### src/rtl/aes_block_loader.sv
// Serial byte loader for an AES core: assembles plaintext and key, restarts the
// core, then waits for a qualified done level or a timeout.
module aes_block_loader #(
    parameter int unsigned KEY_WORDS = 4,
    parameter int unsigned IGNORE    = 2,
    parameter int unsigned TIMEOUT   = 32
) (
    input  logic                     clk,
    input  logic                     rst,
    input  logic                     s_valid,
    input  logic [7:0]               s_data,
    output logic                     s_ready,
    input  logic                     s_abort,
    output logic [127:0]             blk_data,
    output logic [32*KEY_WORDS-1:0]  blk_key,
    output logic                     core_rst,
    input  logic                     core_done,
    output logic                     busy,
    output logic                     done_pulse,
    output logic                     err
);

    localparam int unsigned KEY_BITS  = 32 * KEY_WORDS;
    localparam int unsigned KEY_BYTES = 4 * KEY_WORDS;
    localparam int unsigned WCNT_W    = $clog2(TIMEOUT + 1);
    localparam logic [WCNT_W-1:0] IGNORE_W   = WCNT_W'(IGNORE);
    localparam logic [WCNT_W-1:0] WCNT_LAST  = WCNT_W'(TIMEOUT - 1);
    localparam logic [4:0]        DATA_LAST  = 5'(15);
    localparam logic [4:0]        KEY_LAST   = 5'(KEY_BYTES - 1);

    typedef enum logic [1:0] {DATA, KEY, START, WAIT} state_e;

    state_e                 state_q, state_d;
    logic [4:0]             bcnt_q, bcnt_d;
    logic [WCNT_W-1:0]      wcnt_q, wcnt_d;
    logic [127:0]           blk_data_q, blk_data_d;
    logic [KEY_BITS-1:0]    blk_key_q, blk_key_d;
    logic                   core_rst_q, core_rst_d;
    logic                   done_pulse_q, done_pulse_d;
    logic                   err_q, err_d;
    logic                   xfer;

    // s_abort gates ready, so an aborting cycle can never also be a transfer
    assign s_ready    = ((state_q == DATA) || (state_q == KEY)) && !s_abort;
    assign xfer       = s_valid && s_ready;
    assign busy       = (state_q != DATA);
    assign blk_data   = blk_data_q;
    assign blk_key    = blk_key_q;
    assign core_rst   = core_rst_q;
    assign done_pulse = done_pulse_q;
    assign err        = err_q;

    always_ff @(posedge clk) begin
        if (rst) begin
            state_q      <= DATA;
            bcnt_q       <= '0;
            wcnt_q       <= '0;
            blk_data_q   <= '0;
            blk_key_q    <= '0;
            core_rst_q   <= 1'b0;
            done_pulse_q <= 1'b0;
            err_q        <= 1'b0;
        end else begin
            state_q      <= state_d;
            bcnt_q       <= bcnt_d;
            wcnt_q       <= wcnt_d;
            blk_data_q   <= blk_data_d;
            blk_key_q    <= blk_key_d;
            core_rst_q   <= core_rst_d;
            done_pulse_q <= done_pulse_d;
            err_q        <= err_d;
        end
    end

    always_comb begin
        state_d      = state_q;
        bcnt_d       = bcnt_q;
        wcnt_d       = wcnt_q;
        blk_data_d   = blk_data_q;
        blk_key_d    = blk_key_q;
        core_rst_d   = 1'b0;
        done_pulse_d = 1'b0;
        err_d        = err_q;

        if (xfer) begin
            err_d = 1'b0;
        end

        case (state_q)
            DATA: begin
                if (s_abort) begin
                    bcnt_d = '0;
                end else if (xfer) begin
                    for (int i = 0; i < 16; i++) begin
                        if (bcnt_q == 5'(i)) begin
                            blk_data_d[127-8*i -: 8] = s_data;
                        end
                    end
                    if (bcnt_q == DATA_LAST) begin
                        state_d = KEY;
                        bcnt_d  = '0;
                    end else begin
                        bcnt_d = bcnt_q + 5'd1;
                    end
                end
            end
            KEY: begin
                if (s_abort) begin
                    state_d = DATA;
                    bcnt_d  = '0;
                end else if (xfer) begin
                    for (int i = 0; i < KEY_BYTES; i++) begin
                        if (bcnt_q == 5'(i)) begin
                            blk_key_d[KEY_BITS-1-8*i -: 8] = s_data;
                        end
                    end
                    if (bcnt_q == KEY_LAST) begin
                        state_d    = START;
                        bcnt_d     = '0;
                        core_rst_d = 1'b1;
                    end else begin
                        bcnt_d = bcnt_q + 5'd1;
                    end
                end
            end
            START: begin
                state_d = WAIT;
                wcnt_d  = '0;
            end
            WAIT: begin
                wcnt_d = wcnt_q + 1'b1;
                // Early cycles ignore a done level possibly left over from the previous run
                if ((wcnt_q >= IGNORE_W) && core_done) begin
                    state_d      = DATA;
                    wcnt_d       = '0;
                    done_pulse_d = 1'b1;
                end else if (wcnt_q == WCNT_LAST) begin
                    state_d = DATA;
                    wcnt_d  = '0;
                    err_d   = 1'b1;
                end
            end
            default: begin
                state_d = DATA;
                bcnt_d  = '0;
            end
        endcase
    end

endmodule

### config.mk
export PLATFORM = sky130hd
export DESIGN_NAME = aes_block_loader
export DESIGN_NICKNAME = d
export VERILOG_FILES = /design/src/rtl/aes_block_loader.sv
export SDC_FILE = /design/constraint.sdc
export NUM_CORES = 1
export LEC_CHECK = 0
export ABC_AREA = 1
export BUFFER_PORTS_ARGS = -buffer_cell sky130_fd_sc_hd__buf_2
export CORE_MARGIN = 8
export CORE_UTILIZATION = 50
export DETAILED_ROUTE_END_ITERATION = 6
export PLACE_DENSITY_LB_ADDON = 0.2
export SKIP_CTS_REPAIR_TIMING = 1
export SYNTH_ARGS = -nofsm -noshare
export SYNTH_HDL_FRONTEND = slang
export SYNTH_SLANG_ARGS = --single-unit
export TNS_END_PERCENT = 5
### constraint.sdc
create_clock -name clk -period 3 [get_ports clk]
set_input_delay 0.15 -clock clk [delete_from_list [all_inputs] [get_ports clk]]
set_output_delay 0.15 -clock clk [all_outputs]
set_load 0.005 [all_outputs]
==> Word-level counts from Yosys, hierarchy flattened <==
Cells that the tools add are included.
{ "totals": {"output_inout_bits": 261, "wordCells": 138, "reg_bits": 272, "inputBits": 13} }
{ "op_classes": {"muxes": 21, "n_reduce_logical": 47, "bitwise": 4, "n_lt_le_gt_ge": 1, "n_eq_ne": 25, "add_sub_neg": 2} }
{ "op_table": {"columns": ["cell", "n"], "rows": [
  ["AND reduction 4 bit", 32],
  ["== test 5 x 4 -> 1 bit, second input constant", 8],
  ["== test 5 x 3 -> 1 bit, second input constant", 4],
  ["two-way mux 2 bit", 8],
  ["two-way mux 5 bit", 3],
  ["two-way mux 6 bit", 2],
  ["one-hot mux 6 bit (2 select lines)", 1],
  ["== test 5 x 2 -> 1 bit, second input constant", 2],
  ["one-hot mux 2 bit (4 select lines)", 1],
  ["adder 6 x 1 -> 6 bit, second input constant", 1],
  ["== test 6 x 5 -> 1 bit, second input constant", 1],
  ["greater-or-equal comparator 6 x 2 -> 1 bit, second input constant", 1],
  ["two-way mux 1 bit", 6],
  ["inequality test 3 bit, second input constant", 2],
  ["AND reduction 6 bit", 1],
  ["nonzero test 2 bit", 3],
  ["adder 5 x 1 -> 5 bit, second input constant", 1],
  ["== test 5 x 1 -> 1 bit, second input constant", 1],
  ["zero test 5 bit", 1],
  ["== test 2 bit, second input constant", 2],
  ["inequality test 2 bit, second input constant", 2],
  ["NOT 1 bit", 4],
  ["OR reduction 2 bit", 2],
  ["OR reduction 4 bit", 1],
  ["8 further kinds", 10]
]} }

==> Logic depth before layout (Yosys ltp) <==
Gate-level depths: netlist of run 1.
{ "logic_depth": {"ltp_word": 8, "depth_mapped": 11, "depth_no_buf": 11} }

==> Worst setup path before layout of run 1 <==
OpenSTA, ideal clock, no wires.
{ "synth_path": {"path_kind": "register to register", "startpoint": "register bcnt_q[0]", "endpoint": "register blk_data_q[32], in the netlist blk_data[32]", "t_required_ns": 2.884, "path_buffers": 0, "t_arrival_ns": 1.461, "setup_ns": 0.116, "slack_ns": 1.423, "synth_period_minus_slack_ns": 1.577, "stages_incl_launch_ff": 11, "cell_sequence": "dfxtp_1 -> ha_1 -> inv_1 -> nor2_1 -> inv_1 -> nor2_1 -> inv_1 -> nor2_1 -> inv_1 -> nor2_1 -> nor2_1"} }
{ "synth_between": {"elab_chain_cells": 2} }
{ "synth_lines": {"columns": ["item", "line", "rtl"], "rows": [
  ["start, declared", "34", "logic [4:0] bcnt_q, bcnt_d;"],
  ["start signal, assigned", "65", "bcnt_q <= bcnt_d;"],
  ["== test 5 x 4 -> 1 bit", "95", "if (bcnt_q == 5'(i)) begin"],
  ["AND reduction 4 bit (no source line)", null, null],
  ["end signal, assigned", "67", "blk_data_q <= blk_data_d;"],
  ["end, declared", "36", "logic [127:0] blk_data_q, blk_data_d;"]
]} }
Every way passes these cells.
A chain may end at the register's enable or synchronous reset.

==> flow_summary.json, run 1 <==
{
  "grt_pass1_wl_mm": 48.3,
  "holdWs_ns": -0.0187,
  "finalPower_mw": 7.43,
  "hold_violations": 1,
  "die_h_um": 158,
  "initial_core_util": 0.504,
  "gp_congestion": 0.893,
  "finalCritPeriodShare": 0.696,
  "worstReg2RegEnd": "blk_data[56]",
  "drt_wl_total_mm": 31.4,
  "rsz0062_at_grt": "no",
  "clkPwrFrac": 0.479,
  "path_cells": "nor2_4, nand2_4, nor2_4, inv_2, nor2_1, inv_1, nor2_1, nor2_1",
  "synthesis.area_um2": 10100,
  "min_path_type": "in2reg",
  "min_to": "wcnt_q[5]",
  "maxSlewHeadroom": 0.364,
  "cap_viol_max_count": 0,
  "routedWlPerCell_um": 17.0,
  "drc_errors": 0,
  "m1WireLength_mm": 13.4,
  "synth.ff_latch_count": 272,
  "cp_top_family": "simple AND/OR/NAND/NOR gates",
  "setup_viol": 0,
  "worst_ir_drop_vdd_mv": 0.392,
  "regArea_um2": 5450,
  "seqPwrFrac": 0.489,
  "grt_max_degree": 101,
  "wl_met3_mm": 2.44,
  "grt-ovfl-total": 0,
  "report.final.slew_viol_count": 0,
  "area_growth_syn_to_layout_pct": 24.6,
  "grt_pass1_vias": 8668,
  "fp.dieArea_um2": 25000,
  "ant_nets": 0,
  "fin_crit_ns": 2.09,
  "end_kind": "flip-flop",
  "synth_cell_type_count": 27,
  "worst_pin_slew_ns": 0.953,
  "cp_slowest_cell": "nor2_1",
  "diodes": 0,
  "dpl_cell_area_um2": 11600,
  "grtUsageTotal": 0.243,
  "antenna_found_initial": 0,
  "fp-row-count": 52,
  "drt_iter0_markers": 652,
  "skew_ns": 0.00803,
  "r2r_setup_slack_ns": 0.91,
  "fillers": 1838,
  "synth_fp_nets": 1325,
  "worst-path-buf-inv": 2,
  "hold_depth": 2,
  "holdCritStartpoint": "rst",
  "met2_length_mm": 14.8,
  "cts_buffer_depth": 3,
  "final_area_um2": 12600,
  "r2r_cells": 8,
  "cts_tree": "built",
  "cts_htree_levels": 1,
  "cts-root-buf": "clkbuf_16",
  "pwr-share-comb": 0.032,
  "cp_max_fo": 15,
  "cts.clk_slew.worst_paths_ns": 0.06,
  "highest_layer": "met4",
  "netSwitchingFraction": 0.218,
  "core_area_um2": 20000,
  "multiInputGateArea_um2": 4120,
  "setup_tns_ns": 0,
  "cp_data_arrival_time_ns": 2.51,
  "worstSetupStartpointType": "flip-flop",
  "yosys_warnings": 0,
  "p_leak_nw": 6.55,
  "syn_area_per_cell_um2": 7.74,
  "clock_latency_ns": 0.53,
  "numCtsBuffers": 28,
  "layout-drive-gt1-share": 0.232,
  "seq_area_frac_synth": 0.539,
  "port_buffers": 273,
  "crit_path_max_incr_delay_ns": 0.53,
  "p_sw_mw": 1.62,
  "netlist_instances": 1306,
  "critical_path_class": "reg2reg",
  "violations": "negative hold slack",
  "crit_path_frequent_cell": "nor2_1",
  "dieWidth_um": 158,
  "cts_sinks": 272,
  "viasPerCell": 5.00,
  "ioPinCount": 274,
  "hpwl_mm": 20.2,
  "power.density_nw_per_um2": 591,
  "internal_power_mw": 5.82,
  "firstDrtPassIters": 5,
  "layout.nets": 1576,
  "required_ns": 3.42,
  "via_count": 9252,
  "max_clock_freq_mhz": 479,
  "status": "finished with violations"
}
-- layer usage --
layer  vias up  GRT usage
li1       4644          -
met1      4223      0.309
met2       333      0.400
met3        52     0.0571
met4         0     0.0754
met5         -          0
-- metrics by stage --
step,utilization,worst slack [ns],instances,hold WS [ns]
2_1_floorplan,-,1.42,1306,0.229
3_3_place_gp,0.579,1.05,1795,0.425
3_5_place_dp,0.579,0.907,1795,0.426
4_1_cts,0.627,0.911,1847,-0.129
5_1_grt,0.628,0.674,1849,0.00885
6_report,0.628,0.913,1849,-0.0187
-- worst max path at each step --
stage              start  slack, ns  depth (start not counted)            to
3_5_place_dp   flip-flop       0.91                          8  blk_data[56]
6_report       flip-flop       0.91                          8  blk_data[56]
4_1_cts        flip-flop       0.91                          8  blk_data[56]
3_3_place_gp   flip-flop       1.05                          8  blk_data[61]
5_1_grt        flip-flop       0.67                          8  blk_data[60]
2_1_floorplan  bcnt_q[0]       1.42                         10  blk_data[32]
-- cell usage in the layout, fill, tap and decap left out, types with 2 or more instances in the layout --
cell / n
nor2_1: 540
buf_2: 273
dfxtp_1: 272
o21ai_0: 261
inv_1: 61
clkbuf_16: 29
nand2_1: 27
a21oi_1: 19
nor2_4: 18
inv_2: 15
nor2_8: 10
clkbuf_8: 8
clkbuf_1: 8
nand3_1: 7
ha_1: 6
clkinv_2: 4
nor3_1: 3
inv_6: 2
bufinv_16: 2
dlygate4sd3_1: 2
buf_4: 2
-- power groups by stage --
stage / clock (mW) / combinational (mW) / sequential (mW)
after floorplan: 0 / 0.137 / 3.72
after global placement: 0 / 0.232 / 3.72
after detailed placement: 0 / 0.232 / 3.72
after CTS: 3.61 / 0.233 / 3.63
after global routing: 3.76 / 0.254 / 3.63
final: 3.56 / 0.236 / 3.64
-- cells by family after synthesis --
kind of cell | Yosys count | share of synthesized area
buffers and inverters | 135 | 0.0532
adders and majority gates | 6 | 0.00743
AOI/OAI and AO/OA | 284 | 0.142
xor gates and xnor gates | 1 | 0.000867
and+or+nand+nor | 608 | 0.258
DFF | 272 | 0.539
-- registers in the layout (all words and copies together) (netlist names), named ones only --
name        flops
bcnt_q          5
blk_data      128
blk_key       128
core_rst        1
done_pulse      1
err             1
state_q         1
wcnt_q          6
-- synthesized netlist by cell type --
library cell  count  area share
or2_2             1     0.00062
buf_6             1      0.0011
nand2_1          27       0.010
nand3_1           7      0.0035
o211a_1           1     0.00099
clkinv_1          1     0.00037
o21a_1            1     0.00074
xor2_1            1     0.00087
a22oi_1           1     0.00074
clkbuf_1         38       0.014
nand2_4           1      0.0011
nor3_1            3      0.0015
a21oi_1          19      0.0094
dfxtp_1         272        0.54
inv_2            15      0.0056
buf_12            1      0.0020
buf_2             2     0.00099
nor2_1          540        0.20
nand4_1           1     0.00062
inv_6             1     0.00087
ha_1              6      0.0074
o21bai_1          1     0.00074
nor2_4           18       0.020
nor2_8           10       0.020
inv_1            61       0.023
o21ai_0         261        0.13
buf_1            15      0.0056
-- worst reg2reg max path, cell delays in order, from the launching register on --
cell and delay (ns):
dfxtp_1 0.38, nor2_4 0.17, nand2_4 0.10, nor2_4 0.09, inv_2 0.20, nor2_1 0.54, inv_1 0.28, nor2_1 0.15
nor2_1 0.07
-- final cells by class --
type	count	share of cell area
inverter	78	0.0241
clock inverter	7	0.00726
sequential	272	0.433
clock buffer	45	0.0688
timing repair buffer	278	0.113
multi-input combinational	899	0.328
tap	270	0.0268
Power figures use the tool's default switching activity.
==> run 2: changes to the inputs <==
==> constraint.sdc (replaced) <==
create_clock -name clk -period 2 [get_ports clk]
set_input_delay 0.1 -clock clk [delete_from_list [all_inputs] [get_ports clk]]
set_output_delay 0.1 -clock clk [all_outputs]
set_load 0.005 [all_outputs]
==> run 2 against run 1 <==
The flow now finishes without violations. Cell count increased by 1.1%. Die area unchanged. Flip-flop and latch count unchanged. Sequential power increased by 50%. Non-clock buffer count increased by 23. Clock power increased by 48%. Highest routed layer is now met5.
==> flow_summary.json, run 2 (synthesis gave the netlist of run 1 again) <==
{
  "status": "finished, final reports clean",
  "hpwl_mm": 21.8,
  "rsz0062_at_grt": "no",
  "clock_latency_ns": 0.53,
  "grt-ovfl-total": 0,
  "finalCritPeriodShare": 0.925,
  "ant_nets": 0,
  "dp_slack_ns": 0.145,
  "cts.clk_slew.worst_paths_ns": 0.06,
  "core_area_um2": 20000,
  "drt_iter0_markers": 631,
  "fp-row-count": 52,
  "cap_viol_max_count": 0,
  "maxSlewHeadroom": 0.510,
  "report.final.slew_viol_count": 0,
  "setup_tns_ns": 0,
  "routedWlPerCell_um": 17.2,
  "cts_htree_levels": 1,
  "grt_pass1_wl_mm": 49.5,
  "final.setup.worst_slack_ns": 0.151,
  "antenna_found_initial": 1,
  "cts-root-buf": "clkbuf_16",
  "numCtsBuffers": 28,
  "setup_viol": 0,
  "grtUsageTotal": 0.249,
  "layout-drive-gt1-share": 0.243,
  "max_clock_freq_mhz": 541,
  "cts_buffer_depth": 3,
  "required_ns": 2.46,
  "layout.nets": 1599,
  "fp.dieArea_um2": 25000,
  "worstSetupStartpointType": "flip-flop",
  "power.density_nw_per_um2": 870,
  "end_kind": "flip-flop",
  "diodes": 0,
  "cp_slowest_cell": "dfxtp_1",
  "ioPinCount": 274,
  "gp_congestion": 0.881,
  "firstDrtPassIters": 5,
  "port_buffers": 273,
  "min_path_type": "in2reg",
  "worst_ir_drop_vdd_mv": 0.660,
  "drt_wl_total_mm": 32.2,
  "hold_violations": 0,
  "path_cells": "nor2_4, nand2_4, nor2_4, inv_6, buf_4, nor2_8, inv_2, nor2_1, nor2_1",
  "die_h_um": 158,
  "area_growth_syn_to_layout_pct": 26.4,
  "cts_sinks": 272,
  "viasPerCell": 5.10,
  "fin_crit_ns": 1.85,
  "skew_ns": 0.0112,
  "drc_errors": 0,
  "grt_max_degree": 66,
  "initial_core_util": 0.504,
  "cts_tree": "built",
  "cp_data_arrival_time_ns": 2.31,
  "cp_max_fo": 14,
  "p_leak_nw": 6.65,
  "worst_pin_slew_ns": 0.735,
  "grt_pass1_vias": 8914,
  "final_cell_mix": "540 x nor2_1, 273 x buf_2, 272 x dfxtp_1",
  "fillers": 1805,
  "dieWidth_um": 158,
  "critical_path_class": "reg2reg",
  "via_count": 9538,
  "final_common_cell": "nor2_1",
  "crit_path_max_incr_delay_ns": 0.49
}
run 2: cell count changes in the layout (fill, tap and decap cells not counted), sizes merged:
cell	change
clkbuf	-7
dlygate4sd3	+2
clkinv	+2
clkinvlp	+2
inv	-1
bufinv	+1
buf	+21
run 2: per-stage QoR:
step / total power [mW] / utilization / cell area [um^2] / hold slack, ns / std cells
CTS: 11.2 / 0.635 / 12700 / -0.160 / 1865
detailed placement: 5.95 / 0.588 / 11800 / 0.401 / 1816
finish: 11.1 / 0.637 / 12800 / 0.0343 / 1869
global placement: 5.95 / 0.588 / 11800 / 0.409 / 1816
floorplan: 5.78 / - / 10100 / 0.179 / 1306
global route: 11.4 / 0.637 / 12800 / 0.0393 / 1869
run 2: worst max-delay path, delay by kind of cell (launching register included):
kind          cells  cell delay (ns)
buf+inv           3             0.71
simple gates      6             0.53
flops             1             0.49
run 2: area by class of cell:
| class | instances | area [um^2] | share of cell area |
|---|---|---|---|
| sequential | 272 | 5450 | 0.426 |
| tap | 270 | 338 | 0.0265 |
| multi-input combinational | 899 | 4120 | 0.323 |
| clock buffer | 38 | 800 | 0.0626 |
| clock inverter | 11 | 135 | 0.0106 |
| inverter | 78 | 305 | 0.0239 |
| timing repair buffer | 301 | 1620 | 0.127 |
run 2: report_power, final:
part | switching, mW | internal, mW
clock | 2.10 | 3.17
sequential | 0.0151 | 5.44
combinational | 0.293 | 0.0923
total | 2.41 | 8.70
run 2: layer usage:
layer  global-route usage  up-vias  share of wire
met4               0.0799        2          0.025
met3               0.0581       59          0.077
li1                     -     4693              -
met1                0.314     4461           0.42
met5                    0        -        0.00031
met2                0.414      323           0.48
run 2: path summary, 6_finish.rpt:
path | from | end | slack (ns) | cells past startpoint
worst max-delay path | flip-flop | blk_key[11] | 0.15 | 9
worst min-delay path | s_data[4] | blk_data[92] | 0.03 | 3
worst max register to register | flip-flop | blk_key[11] | 0.15 | 9
worst min register to register | blk_data[7] | blk_data[7] | 0.44 | 2
==> run 3: changes to the inputs <==
--- a/config.mk
+++ b/config.mk
@@ -7,7 +7,7 @@
 export LEC_CHECK = 0
 export ABC_AREA = 1
 export BUFFER_PORTS_ARGS = -buffer_cell sky130_fd_sc_hd__buf_2
-export CORE_MARGIN = 8
+export CORE_MARGIN = 2
 export CORE_UTILIZATION = 50
 export DETAILED_ROUTE_END_ITERATION = 6
 export PLACE_DENSITY_LB_ADDON = 0.2
==> run 3 against run 2 <==
Design area up 0.31%. Highest routed layer is now met4. Clock skew shrank 0.0019 ns. Register-to-register slack gained 0.03 ns. Total power about the same.
==> flow_summary.json, run 3 (synthesis gave the netlist of run 1 again) <==
{
  "utilization": 0.639,
  "cts.clk_slew.worst_paths_ns": 0.06,
  "port_buffers": 273,
  "setup_viol": 0,
  "drc_errors": 0,
  "pwr-share-comb": 0.036,
  "highest_layer": "met4",
  "area_growth_syn_to_layout_pct": 26.8,
  "numCtsBuffers": 28,
  "required_ns": 2.42,
  "holdWs_ns": 0.0356,
  "viasPerCell": 5.04,
  "cts-root-buf": "clkbuf_16",
  "hpwl_mm": 19.8,
  "seqPwrFrac": 0.490,
  "firstDrtPassIters": 5,
  "core_area_um2": 20000,
  "crit_end": "blk_key[42]",
  "p_leak_nw": 6.66,
  "worst_ir_drop_vdd_mv": 0.612,
  "multiInputGateArea_um2": 4130,
  "layout.nets": 1599,
  "maxSlewHeadroom": 0.595,
  "dieWidth_um": 146,
  "grtUsageTotal": 0.273,
  "dp.cells": 1816,
  "grt_pass1_vias": 8724,
  "cts_buffer_depth": 3,
  "cts_tree": "built",
  "grt_max_degree": 68,
  "skew_ns": 0.00927,
  "cp_data_arrival_time_ns": 2.24,
  "final_common_cell": "nor2_1",
  "diodes": 0,
  "finalPower_mw": 11.1,
  "rsz0062_at_grt": "yes",
  "setup_tns_ns": 0,
  "internal_power_mw": 8.70,
  "status": "finished, final reports clean",
  "regArea_um2": 5450,
  "cp_max_fo": 15,
  "r2r_cells": 8,
  "ioPinCount": 274,
  "fin_crit_ns": 1.82,
  "drt_iter0_markers": 570,
  "clkPwrFrac": 0.474,
  "min_path_type": "in2reg",
  "m1WireLength_mm": 13.0,
  "stdcell_count": 1869,
  "report.final.slew_viol_count": 0,
  "met2_length_mm": 14.0,
  "grt_pass1_wl_mm": 47.6,
  "routedWlPerCell_um": 16.1,
  "cts_htree_levels": 1,
  "worst_pin_slew_ns": 0.607,
  "drt_wl_total_mm": 30.1,
  "power.density_nw_per_um2": 868,
  "worstReg2RegEnd": "blk_key[42]",
  "final_cell_mix": "537 x nor2_1, 273 x buf_2, 272 x dfxtp_1",
  "end_kind": "flip-flop",
  "antenna_found_initial": 0,
  "hold_violations": 0,
  "initial_core_util": 0.504,
  "fillers": 1788,
  "cts_sinks": 272,
  "r2r_setup_slack_ns": 0.18,
  "worstSetupStartpointType": "flip-flop",
  "grt-ovfl-total": 0,
  "fp.dieArea_um2": 21400,
  "critical_path_class": "reg2reg",
  "fp-row-count": 52,
  "ant_nets": 0,
  "wl_met3_mm": 2.26,
  "layout-drive-gt1-share": 0.244,
  "gp_congestion": 0.847,
  "finalCritPeriodShare": 0.908,
  "via_count": 9417,
  "p_sw_mw": 2.42,
  "cap_viol_max_count": 0,
  "clock_latency_ns": 0.53,
  "die_h_um": 146,
  "max_clock_freq_mhz": 551,
  "netSwitchingFraction": 0.218
}
-- run 3: cell types whose count changed in the layout (fill, tap and decap cells not counted), moves of 3 or more --
cell	previous run	this run
clkbuf_1	5	8
buf_4	21	18
nor2_2	0	3
buf_12	3	6
clkinv_2	6	2
clkbuf_8	4	7
nor2_1	540	537
-- run 3: critical path: stages (launching register included) --
cell	delay, ns
dfxtp_1	0.39
nor2_4	0.18
nand2_4	0.11
nor2_4	0.15
inv_6	0.18
nor2_4	0.30
inv_1	0.20
nor2_1	0.12
nor2_1	0.06
-- run 3: metal layers --
metal | vias to the layer above | GRT usage
met1 | 4355 | 0.363
met5 | - | 0
met3 | 57 | 0.0653
met4 | 0 | 0.0816
li1 | 4686 | -
met2 | 319 | 0.445
-- run 3: cell type report --
class	instances	share of cell area
Clock buffer	44	0.0665
Clock inverter	5	0.00606
Inverter	78	0.0236
Multi-Input combinational cell	899	0.323
Sequential cell	272	0.425
Tap cell	270	0.0264
Timing Repair Buffer	301	0.130
-- run 3: through the flow --
stage | worst slack [ns] | area (um^2)
floorplan | 0.423 | 10100
global placement | 0.165 | 11800
detailed placement | 0.0952 | 11800
CTS | 0.0804 | 12800
global route | -0.00682 | 12800
finish | 0.185 | 12800
-- run 3: worst min-delay path by stage --
stage                    from            to  slack [ns]  cells after the start
CTS                   s_abort      core_rst       -0.18                      2
detailed placement    s_abort      core_rst        0.37                      2
finish              s_data[0]  blk_data[80]        0.04                      3
floorplan             s_abort      core_rst        0.18                      1
global placement      s_abort      core_rst        0.38                      2
global route        s_data[0]   blk_key[72]        0.03                      3
-- run 3: power groups by stage --
stage	sequential, mW	combinational (mW)	clock (mW)
3_5_place_dp	5.57	0.387	0
3_3_place_gp	5.57	0.387	0
6_report	5.45	0.398	5.27
2_1_floorplan	5.57	0.205	0
4_1_cts	5.45	0.389	5.33
5_1_grt	5.45	0.426	5.55
